$ cat src/rtl/host_cmd_decoder_pkg.sv
// Shared definitions for the host command decoder: opcodes, reply codes,
// FSM state encoding and the opcode decode helper.
package host_cmd_decoder_pkg;

    localparam int unsigned TIMEOUT_CYCLES_DEFAULT = 1048576;

    // Host command bytes (ASCII)
    localparam logic [7:0] OP_START = 8'h73;  // 's'
    localparam logic [7:0] OP_STOP  = 8'h78;  // 'x'
    localparam logic [7:0] OP_READ  = 8'h72;  // 'r'
    localparam logic [7:0] OP_WRITE = 8'h77;  // 'w' + 1 arg
    localparam logic [7:0] OP_DELAY = 8'h64;  // 'd' + 1 arg
    localparam logic [7:0] OP_ECHO  = 8'h65;  // 'e' + 1 arg

    // Reply bytes (ASCII)
    localparam logic [7:0] REPLY_OK      = 8'h4B;  // 'K'
    localparam logic [7:0] REPLY_UNKNOWN = 8'h3F;  // '?'
    localparam logic [7:0] REPLY_ERROR   = 8'h21;  // '!'

    typedef enum logic [2:0] {
        ST_IDLE,
        ST_GET_ARG,
        ST_ISSUE,
        ST_STROBE,
        ST_WAIT_DONE,
        ST_SEND
    } state_t;

    // Command index; doubles as the bit position of its strobe
    typedef enum logic [2:0] {
        CMD_START = 3'd0,
        CMD_STOP  = 3'd1,
        CMD_READ  = 3'd2,
        CMD_WRITE = 3'd3,
        CMD_DELAY = 3'd4,
        CMD_ECHO  = 3'd5
    } cmd_t;

    typedef struct packed {
        logic valid;
        logic has_arg;
        cmd_t cmd;
    } op_decode_t;

    function automatic op_decode_t decode_op(input logic [7:0] b);
        op_decode_t d;
        d.valid   = 1'b1;
        d.has_arg = 1'b0;
        d.cmd     = CMD_START;
        case (b)
            OP_START: d.cmd = CMD_START;
            OP_STOP:  d.cmd = CMD_STOP;
            OP_READ:  d.cmd = CMD_READ;
            OP_WRITE: begin d.cmd = CMD_WRITE; d.has_arg = 1'b1; end
            OP_DELAY: begin d.cmd = CMD_DELAY; d.has_arg = 1'b1; end
            OP_ECHO:  begin d.cmd = CMD_ECHO;  d.has_arg = 1'b1; end
            default:  d.valid = 1'b0;
        endcase
        return d;
    endfunction

    // Commands whose reply is the byte returned by the BDM controller
    function automatic logic returns_data(input cmd_t c);
        return (c == CMD_READ) || (c == CMD_ECHO);
    endfunction

endpackage

$ cat src/rtl/host_cmd_decoder_if.sv
// Host UART + BDM controller signal bundle for the command decoder.
// slave: the decoder side; master: the host/BDM side driving it.
interface host_cmd_decoder_if;
    logic [7:0] rx_data;
    logic       rx_valid;
    logic [7:0] tx_data;
    logic       tx_start;
    logic       tx_busy;
    logic       do_start_mcu;
    logic       do_stop_mcu;
    logic       do_read;
    logic       do_write;
    logic       do_delay;
    logic       do_echo_test;
    logic [7:0] cmd_data;
    logic       bdm_ready;
    logic       bdm_valid;
    logic [7:0] bdm_data;
    logic       overrun;
    logic       busy;

    modport slave (
        input  rx_data, rx_valid, tx_busy, bdm_ready, bdm_valid, bdm_data,
        output tx_data, tx_start, do_start_mcu, do_stop_mcu, do_read, do_write,
               do_delay, do_echo_test, cmd_data, overrun, busy
    );

    modport master (
        output rx_data, rx_valid, tx_busy, bdm_ready, bdm_valid, bdm_data,
        input  tx_data, tx_start, do_start_mcu, do_stop_mcu, do_read, do_write,
               do_delay, do_echo_test, cmd_data, overrun, busy
    );
endinterface

$ cat src/rtl/host_cmd_decoder.sv
// Decodes single-byte host commands (optionally followed by one argument
// byte), hands them to the BDM controller as one-cycle strobes, waits for
// completion with a timeout, and returns a one-byte reply to the host.
module host_cmd_decoder
    import host_cmd_decoder_pkg::*;
#(
    parameter int unsigned TIMEOUT_CYCLES = TIMEOUT_CYCLES_DEFAULT
) (
    input  logic              clk,
    input  logic              rst,
    host_cmd_decoder_if.slave bus
);

    localparam int unsigned           CNT_W   = $clog2(TIMEOUT_CYCLES + 1);
    localparam logic [CNT_W-1:0]      CNT_MAX = CNT_W'(TIMEOUT_CYCLES);

    state_t           state_q,     state_d;
    cmd_t             cmd_q,       cmd_d;
    logic [7:0]       cmd_data_q,  cmd_data_d;
    logic [7:0]       result_q,    result_d;
    logic             got_valid_q, got_valid_d;
    logic [CNT_W-1:0] cnt_q,       cnt_d;
    logic [7:0]       tx_data_q,   tx_data_d;
    logic [5:0]       strobe_q,    strobe_d;
    logic             overrun_q,   overrun_d;

    logic [CNT_W-1:0] cnt_inc;
    op_decode_t       rx_dec;

    assign rx_dec  = decode_op(bus.rx_data);
    assign cnt_inc = cnt_q + CNT_W'(1);

    // Next-state, datapath and strobe generation
    always_comb begin
        state_d     = state_q;
        cmd_d       = cmd_q;
        cmd_data_d  = cmd_data_q;
        result_d    = result_q;
        got_valid_d = got_valid_q;
        cnt_d       = cnt_q;
        tx_data_d   = tx_data_q;
        strobe_d    = '0;
        overrun_d   = overrun_q;

        // Bytes arriving while a command is in flight are dropped
        if (bus.rx_valid && (state_q != ST_IDLE) && (state_q != ST_GET_ARG)) begin
            overrun_d = 1'b1;
        end

        case (state_q)
            ST_IDLE: begin
                if (bus.rx_valid) begin
                    if (!rx_dec.valid) begin
                        tx_data_d = REPLY_UNKNOWN;
                        state_d   = ST_SEND;
                    end else begin
                        cmd_d   = rx_dec.cmd;
                        state_d = rx_dec.has_arg ? ST_GET_ARG : ST_ISSUE;
                    end
                end
            end
            ST_GET_ARG: begin
                if (bus.rx_valid) begin
                    cmd_data_d = bus.rx_data;
                    state_d    = ST_ISSUE;
                end
            end
            ST_ISSUE: begin
                // Strobe is loaded into a flop here so bdm_ready never
                // reaches the do_* outputs combinationally.
                if (bus.bdm_ready) begin
                    strobe_d[cmd_q] = 1'b1;
                    state_d         = ST_STROBE;
                end
            end
            ST_STROBE: begin
                cnt_d       = '0;
                got_valid_d = 1'b0;
                state_d     = ST_WAIT_DONE;
            end
            ST_WAIT_DONE: begin
                if (bus.bdm_valid) begin
                    result_d    = bus.bdm_data;
                    got_valid_d = 1'b1;
                end
                if (bus.bdm_ready) begin
                    state_d = ST_SEND;
                    if (returns_data(cmd_q)) begin
                        tx_data_d = (bus.bdm_valid || got_valid_q) ? result_d : REPLY_ERROR;
                    end else begin
                        tx_data_d = REPLY_OK;
                    end
                end else if (cnt_inc == CNT_MAX) begin
                    tx_data_d = REPLY_ERROR;
                    state_d   = ST_SEND;
                end else begin
                    cnt_d = cnt_inc;
                end
            end
            ST_SEND: begin
                if (!bus.tx_busy) begin
                    state_d = ST_IDLE;
                end
            end
            default: state_d = ST_IDLE;
        endcase
    end

    // State and datapath registers
    always_ff @(posedge clk) begin
        if (rst) begin
            state_q     <= ST_IDLE;
            cmd_q       <= CMD_START;
            cmd_data_q  <= '0;
            result_q    <= '0;
            got_valid_q <= 1'b0;
            cnt_q       <= '0;
            tx_data_q   <= '0;
            strobe_q    <= '0;
            overrun_q   <= 1'b0;
        end else begin
            state_q     <= state_d;
            cmd_q       <= cmd_d;
            cmd_data_q  <= cmd_data_d;
            result_q    <= result_d;
            got_valid_q <= got_valid_d;
            cnt_q       <= cnt_d;
            tx_data_q   <= tx_data_d;
            strobe_q    <= strobe_d;
            overrun_q   <= overrun_d;
        end
    end

    assign bus.do_start_mcu = strobe_q[CMD_START];
    assign bus.do_stop_mcu  = strobe_q[CMD_STOP];
    assign bus.do_read      = strobe_q[CMD_READ];
    assign bus.do_write     = strobe_q[CMD_WRITE];
    assign bus.do_delay     = strobe_q[CMD_DELAY];
    assign bus.do_echo_test = strobe_q[CMD_ECHO];
    assign bus.cmd_data     = cmd_data_q;
    assign bus.tx_data      = tx_data_q;
    assign bus.tx_start     = (state_q == ST_SEND) && !bus.tx_busy;
    assign bus.overrun      = overrun_q;
    assign bus.busy         = (state_q != ST_IDLE);

endmodule

$ cat src/flat_wrapper.sv
// flat-port wrapper written by rule: the top's interface ports become plain ports
module host_cmd_decoder_flat import host_cmd_decoder_pkg::*;
#(
    parameter int unsigned TIMEOUT_CYCLES = TIMEOUT_CYCLES_DEFAULT
)
  (clk, rst, bus_rx_data, bus_rx_valid, bus_tx_busy, bus_bdm_ready, bus_bdm_valid, bus_bdm_data, bus_tx_data, bus_tx_start, bus_do_start_mcu, bus_do_stop_mcu, bus_do_read, bus_do_write, bus_do_delay, bus_do_echo_test, bus_cmd_data, bus_overrun, bus_busy);
  host_cmd_decoder_if bus_i ();
  input  logic clk;
  input  logic rst;
  input wire logic [$bits(bus_i.rx_data)-1:0] bus_rx_data;
  input wire logic [$bits(bus_i.rx_valid)-1:0] bus_rx_valid;
  input wire logic [$bits(bus_i.tx_busy)-1:0] bus_tx_busy;
  input wire logic [$bits(bus_i.bdm_ready)-1:0] bus_bdm_ready;
  input wire logic [$bits(bus_i.bdm_valid)-1:0] bus_bdm_valid;
  input wire logic [$bits(bus_i.bdm_data)-1:0] bus_bdm_data;
  output wire logic [$bits(bus_i.tx_data)-1:0] bus_tx_data;
  output wire logic [$bits(bus_i.tx_start)-1:0] bus_tx_start;
  output wire logic [$bits(bus_i.do_start_mcu)-1:0] bus_do_start_mcu;
  output wire logic [$bits(bus_i.do_stop_mcu)-1:0] bus_do_stop_mcu;
  output wire logic [$bits(bus_i.do_read)-1:0] bus_do_read;
  output wire logic [$bits(bus_i.do_write)-1:0] bus_do_write;
  output wire logic [$bits(bus_i.do_delay)-1:0] bus_do_delay;
  output wire logic [$bits(bus_i.do_echo_test)-1:0] bus_do_echo_test;
  output wire logic [$bits(bus_i.cmd_data)-1:0] bus_cmd_data;
  output wire logic [$bits(bus_i.overrun)-1:0] bus_overrun;
  output wire logic [$bits(bus_i.busy)-1:0] bus_busy;
  assign bus_i.rx_data = bus_rx_data;
  assign bus_i.rx_valid = bus_rx_valid;
  assign bus_i.tx_busy = bus_tx_busy;
  assign bus_i.bdm_ready = bus_bdm_ready;
  assign bus_i.bdm_valid = bus_bdm_valid;
  assign bus_i.bdm_data = bus_bdm_data;
  assign bus_tx_data = bus_i.tx_data;
  assign bus_tx_start = bus_i.tx_start;
  assign bus_do_start_mcu = bus_i.do_start_mcu;
  assign bus_do_stop_mcu = bus_i.do_stop_mcu;
  assign bus_do_read = bus_i.do_read;
  assign bus_do_write = bus_i.do_write;
  assign bus_do_delay = bus_i.do_delay;
  assign bus_do_echo_test = bus_i.do_echo_test;
  assign bus_cmd_data = bus_i.cmd_data;
  assign bus_overrun = bus_i.overrun;
  assign bus_busy = bus_i.busy;
  host_cmd_decoder #(.TIMEOUT_CYCLES(TIMEOUT_CYCLES)) u_core (.clk(clk), .rst(rst), .bus(bus_i));
endmodule
$ cat config.mk
export PLATFORM = sky130hd
export DESIGN_NAME = host_cmd_decoder_flat
export DESIGN_NICKNAME = d
export VERILOG_FILES = /design/src/rtl/host_cmd_decoder_pkg.sv /design/src/rtl/host_cmd_decoder_if.sv /design/src/rtl/host_cmd_decoder.sv /design/src/flat_wrapper.sv
export SDC_FILE = /design/constraint.sdc
export NUM_CORES = 1
export LEC_CHECK = 0
export ABC_AREA = 1
export BUFFER_PORTS_ARGS = -buffer_cell sky130_fd_sc_hd__buf_2
export CAP_MARGIN = 20
export CORE_MARGIN = 5
export CORE_UTILIZATION = 35
export CTS_CLUSTER_SIZE = 30
export DETAILED_ROUTE_END_ITERATION = 7
export SYNTH_ARGS = -nofsm -noshare
export SYNTH_HDL_FRONTEND = slang
export SYNTH_SLANG_ARGS = --single-unit
$ cat constraint.sdc
create_clock -name clk -period 2.55 [get_ports clk]
set_clock_uncertainty 0.2 [all_clocks]
set_input_delay 0.51 -clock clk [delete_from_list [all_inputs] [get_ports clk]]
set_output_delay 0.51 -clock clk [all_outputs]
set_load 0.005 [all_outputs]
== Word level (Yosys, flattened, before mapping) ==
Cells that the tools add are included.
Cells by class
  mux-type cells: 27
  reductions and logical operators: 20
  order comparisons: 2
  bitwise gates (word level): 2
  equality and inequality tests: 24
  add/subtract/negate cells: 1
Operators with widths (number)
  $mux 8: 7
  $eq 8x7->1 const B: 6
  $mux 21: 2
  $pmux 21 s2: 1
  $add 21x1->21 const B: 1
  $eq 21x21->1 const B: 1
  $mux 3: 7
  $pmux 3 s6: 1
  $ne 2x2->1 const B: 8
  $pmux 8 s2: 1
  $pmux 3 s5: 1
  $eq 3x2->1 const B: 3
  $eq 3x3->1 const B: 3
  $reduce_and 3->1: 2
  $reduce_or 3->1: 2
  $reduce_or 6->1: 1
  $reduce_and 5->1: 1
  $logic_and 1x1->1: 4
  $lt 3x4->1 const B: 1
  $mux 1: 4
  $reduce_and 2->1: 2
  $reduce_and 4->1: 1
  $reduce_bool 2->1: 2
  $demux 1 s3: 1
  11 further kinds: 13
Storage, ports and cells
  logic and storage cells: 85
  flip-flop bits (word level): 59
  input port bits: 22

== Longest topological paths before layout ==
  depth after elaboration: 7
  depth in mapped cells: 17
  depth with buffers taken out: 17

== Worst setup path before layout ==
OpenSTA, ideal clock, no wires.
  path kind: flip-flop to flip-flop
  start point: register u_core.cnt_q[1]
  end point: register u_core.state_q[1]
  setup time: 0.113 ns
  path slack: 0.262 ns
  path buffers: 0
  stages on the path, launching flop included: 16
  data arrival time: 1.975 ns
  path through: dfxtp_1 ha_1 nand2_1 nor2_2 nand2_1 nor2_1 xnor2_1 nand2_1 nor2_2 nand3_4 nand2_2 nand2_1 clkinv_1 nand2_1 nand2_1 nor2_1
On the way
  longest elaborated chain between the ends: 4
RTL lines
  from (decl): line host_cmd_decoder.sv:22  | logic [CNT_W-1:0] cnt_q, cnt_d;
  from (signal assigned): line host_cmd_decoder.sv:127  | cnt_q <= cnt_d;
  $add 21x1->21: line host_cmd_decoder.sv:31  | assign cnt_inc = cnt_q + CNT_W'(1);
  $eq 21x21->1: line host_cmd_decoder.sv:93  | end else if (cnt_inc == CNT_MAX) begin
  $ne 3x2->1 (no line)
  $reduce_and 5->1 (no line)
  to (signal assigned): line host_cmd_decoder.sv:122  | state_q <= state_d;
  to (decl): line host_cmd_decoder.sv:17  | state_t state_q, state_d;
No other way between the ends.
A chain may end at the register's enable or synchronous reset.

== Final worst setup path ==
  start point: register u_core.cnt_q[1]
  end point: register u_core.cnt_q[3]
On the way
  longest elaborated chain between the ends: 4
  elaborated cells on any way between the ends: 7
  those cells by class: add/sub (1); eq/ne (2); mux (3); reduce/logical (1)
RTL lines (line)
  $add 21x1->21 *: host_cmd_decoder.sv:31
  $eq 21x21->1 / $mux 21 (equally long branches): host_cmd_decoder.sv:93
  $ne 2x2->1 (no line) / $mux 21 (equally long branches)
  $reduce_and 3->1 (no line) / $pmux 21 s2 (equally long branches)
Every way passes the cells marked *; elsewhere a longest branch is shown, timed or not. The select of a mux whose other input is x is not followed.

==> summary.md <==
| Metric | Value |
|---|---|
| Vias/cell | 5.07 |
| GRT Util Overall | between 10% and 20% |
| DRC | 0 |
| Setup Viol. Count Final | 0 |
| Chip Height | 105 µm |
| Crit path capture type | flip-flop |
| Top_reg_cell synth | dfxtp_1 |
| Sink Count | 59 |
| Post-synthesis area per instance | ~6.6 µm² |
| Share of cells above drive strength 1 | 21.2% |
| Clock latency on the worst-skew pair | 330 ps |
| PD cells | 758 nW/µm² |
| Hpwl dp | 5970 µm |
| Initial antenna violation count | 0 |
| Yosys reg bits | 59 |
| Fmax achieved | 407 MHz |
| DRT antenna net count | 0 |
| Total Power | around 3 mW |
| Filler Cells Inserted | 920 |
| Outcome | complete, no violations |
| WP data arrival | roughly 2500 ps |
| Hold slack | 248 ps |
| Die width | 105 µm |
| Routed WL | slightly below 9000 µm |
| IO Pins | 47 |
| Initial Util | between 30% and 40% |
| Final max-slew violation count | 0 |
| Dominant cells by area after synthesis | dfxtp_1, nand2_1, nor2_1 |
| Ys async rst share | 0% |
| Worst rel slew slack | about two thirds |
| TNS Setup | 0 ps |
| Crit-path max FO | 10 |
| Cells after Synth | 483 |
| Period Utilization, post-route | 96.5% |
| TritonCTS clock tree | yes |
| NumNets Final | about 570 |
| Power Internal | around 2.0 mW |
| Root buffer cell | clkbuf_8 |
| Worst hold-check path type | in -> reg |
| Area Overhead vs Synth | 25.1% |
| Finished Layout Cells | approximately 660 |
| Endpoints failing hold | 0 |
| Ant. Diodes | 0 |
| Hold_buf cts | 0 |
| Synth cell count leaders | nand2_1, dfxtp_1, nor2_1 |
| Top-area cell type share of the netlist area | 37.1% |
| H-tree depth reported by CTS | 3 |
| Mapped Area | 3180 µm² |
| Placed cells | approximately 630 |
| Via count | ~3,300 |
| Synth warn | 0 |
| Std-Cell Rows | 34 |
| Most common cell in the netlist | nand2_1 |
| Clock buffer count from CTS | 9 |
| Clock tree buffer depth | 2 |
| CP required | 2610 ps |
| Minimum clock period | 2460 ps |
| Post-route setup slack | 90.5 ps |
| Worst-path clk slew | ~70 ps |
| Avg WL per Cell | about 13 µm |
| MaxCap Viol Count | 0 |
| # port buffers | 46 |
| Max VDD drop | approximately 0.43 mV |
| Drt pass-1 iters | 5 |
| Vias in the first global route | 3,053 |
| Power share of the combinational group | 32.1% |
| CP startpoint kind | flip-flop |
| GR Overflow Total | 0 |
| Switching power | 1.03 mW |
| First-pass GRT wire length | 14,000 µm |
| Worst Path Class, Setup | reg -> reg |
| EDFF count, synth | 0 |
| First DRT Iteration DRCs | between 80 and 90 |
| GPL Wtd Cong | 0.864 |
| Syn nets | 507 |
| Core area | a little under 9000 µm² |
| Sw Ratio | 34.2% |
| Leading area contributor after synthesis | dfxtp_1 |
| Synth unique cells | 32 |
| Die area | 11,100 µm² |
| Clk network pwr share | 30.3% |
| Worst slew pin tran | 498 ps |
| Pre-CTS WS | -10.7 ps |
| Sequential area share after synthesis | 37.1% |
| Leakage | 1.59 nW |
| Reg power frac | 37.6% |
| Pin count of the biggest net entering global routing | 27 |
-- final cells by class --
class | instances | area (µm²) | area share (%)
clock buffers | 10 | 128 | 3.21
inverters | 46 | 173 | 4.34
repair buffers | 65 | 428 | 10.8
multi-input cells | 363 | 1850 | 46.4
flip-flops and latches | 59 | 1190 | 30.0
clock inverters | 5 | 78.8 | 1.98
well taps | 108 | 135 | 3.40
-- state kept, by name, indices dropped and copies added (netlist names) --
register             flops
u_core.strobe_q          6
u_core.state_q           3
u_core.bus.cmd_data      8
u_core.cnt_q            21
u_core.bus.overrun       1
u_core.bus.tx_data       8
u_core.cmd_q             3
u_core.result_q          8
u_core.got_valid_q       1
-- kinds of logic after synthesis --
| kind of cell | count (synthesis) | synth area share, % |
|---|---|---|
| xor gates and xnor gates | 3 | 0.826 |
| AOI/OAI and AO/OA | 75 | 13.0 |
| muxes | 5 | 1.57 |
| buffers and inverters | 61 | 7.79 |
| adders and majority gates | 2 | 0.787 |
| DFF | 59 | 37.1 |
| and+or+nand+nor | 278 | 38.9 |
-- critical path, stage by stage, from the launching register on --
cell       delay, ps
dfxtp_4          370
buf_6            110
nand2_2           50
nor2_4           230
nand3_4          130
nor2_4           150
nor2_1            50
nor2_1           160
nand2_1           90
nor2_2           150
nand3_4          110
nand2_2           80
nand2_2           60
nand2_4          120
clkbuf_16        170
nand2_1           50
a21oi_1          110
-- layout by cell type, fill, tap and decap left out, types with 8 or more instances in the layout --
cell	count
nand4_1	16
dfxtp_1	52
buf_2	46
nand2_1	124
buf_4	14
nor3_1	11
o21ai_0	16
nor2_1	53
nand3_1	40
clkbuf_8	9
a21oi_1	43
nand2_2	8
inv_1	44
-- metal layers --
layer	routed length, µm	GRT usage, %	up-vias
met4	87	5.06	0
li1	-	-	1713
met3	390	4.16	9
met1	3980	19.2	1532
met2	4240	25.4	71
met5	0	0	-
-- power by group through the flow --
stage | Sequential, mW | Combinational (mW) | Clock, mW
3_5_place_dp | 1.15 | 0.843 | 0
6_report | 1.13 | 0.968 | 0.916
4_1_cts | 1.13 | 0.847 | 0.949
5_1_grt | 1.15 | 1.09 | 0.990
3_3_place_gp | 1.15 | 0.830 | 0
2_1_floorplan | 1.15 | 0.570 | 0
-- worst paths after layout --
check | slack [ps] | to | cells past startpoint | from
worst max-delay path | 90 | u_core.cnt_q[3]$_SDFFE_PP0P_ | 16 | u_core.cnt_q[1]$_SDFFE_PP0P_
worst min register to register | 260 | u_core.result_q[5]$_SDFFE_PP0P_ | 2 | u_core.result_q[5]$_SDFFE_PP0P_
worst min-delay path | 250 | u_core.bus.cmd_data[7]$_SDFFE_PP0P_ | 3 | bus_rx_data[7]
worst max register to register | 90 | u_core.cnt_q[3]$_SDFFE_PP0P_ | 16 | u_core.cnt_q[1]$_SDFFE_PP0P_
-- metrics by stage --
| stage | utilization (%) | instance area, µm² |
|---|---|---|
| 3_3_place_gp | 40.3 | 3550 |
| 5_1_grt | 45.2 | 3980 |
| 6_report | 45.2 | 3980 |
| 4_1_cts | 42.8 | 3760 |
| 3_5_place_dp | 40.3 | 3550 |
| 2_1_floorplan | - | 3180 |
-- repair_timing --
action / CTS / global route
cloned: 0 / 2
endpoints found under the setup margin: 4 / 32
setup buffers: 0 / 8
pin swaps: 0 / 14
gates resized for setup: 2 / 33
(Power assumes the default switching activity.)
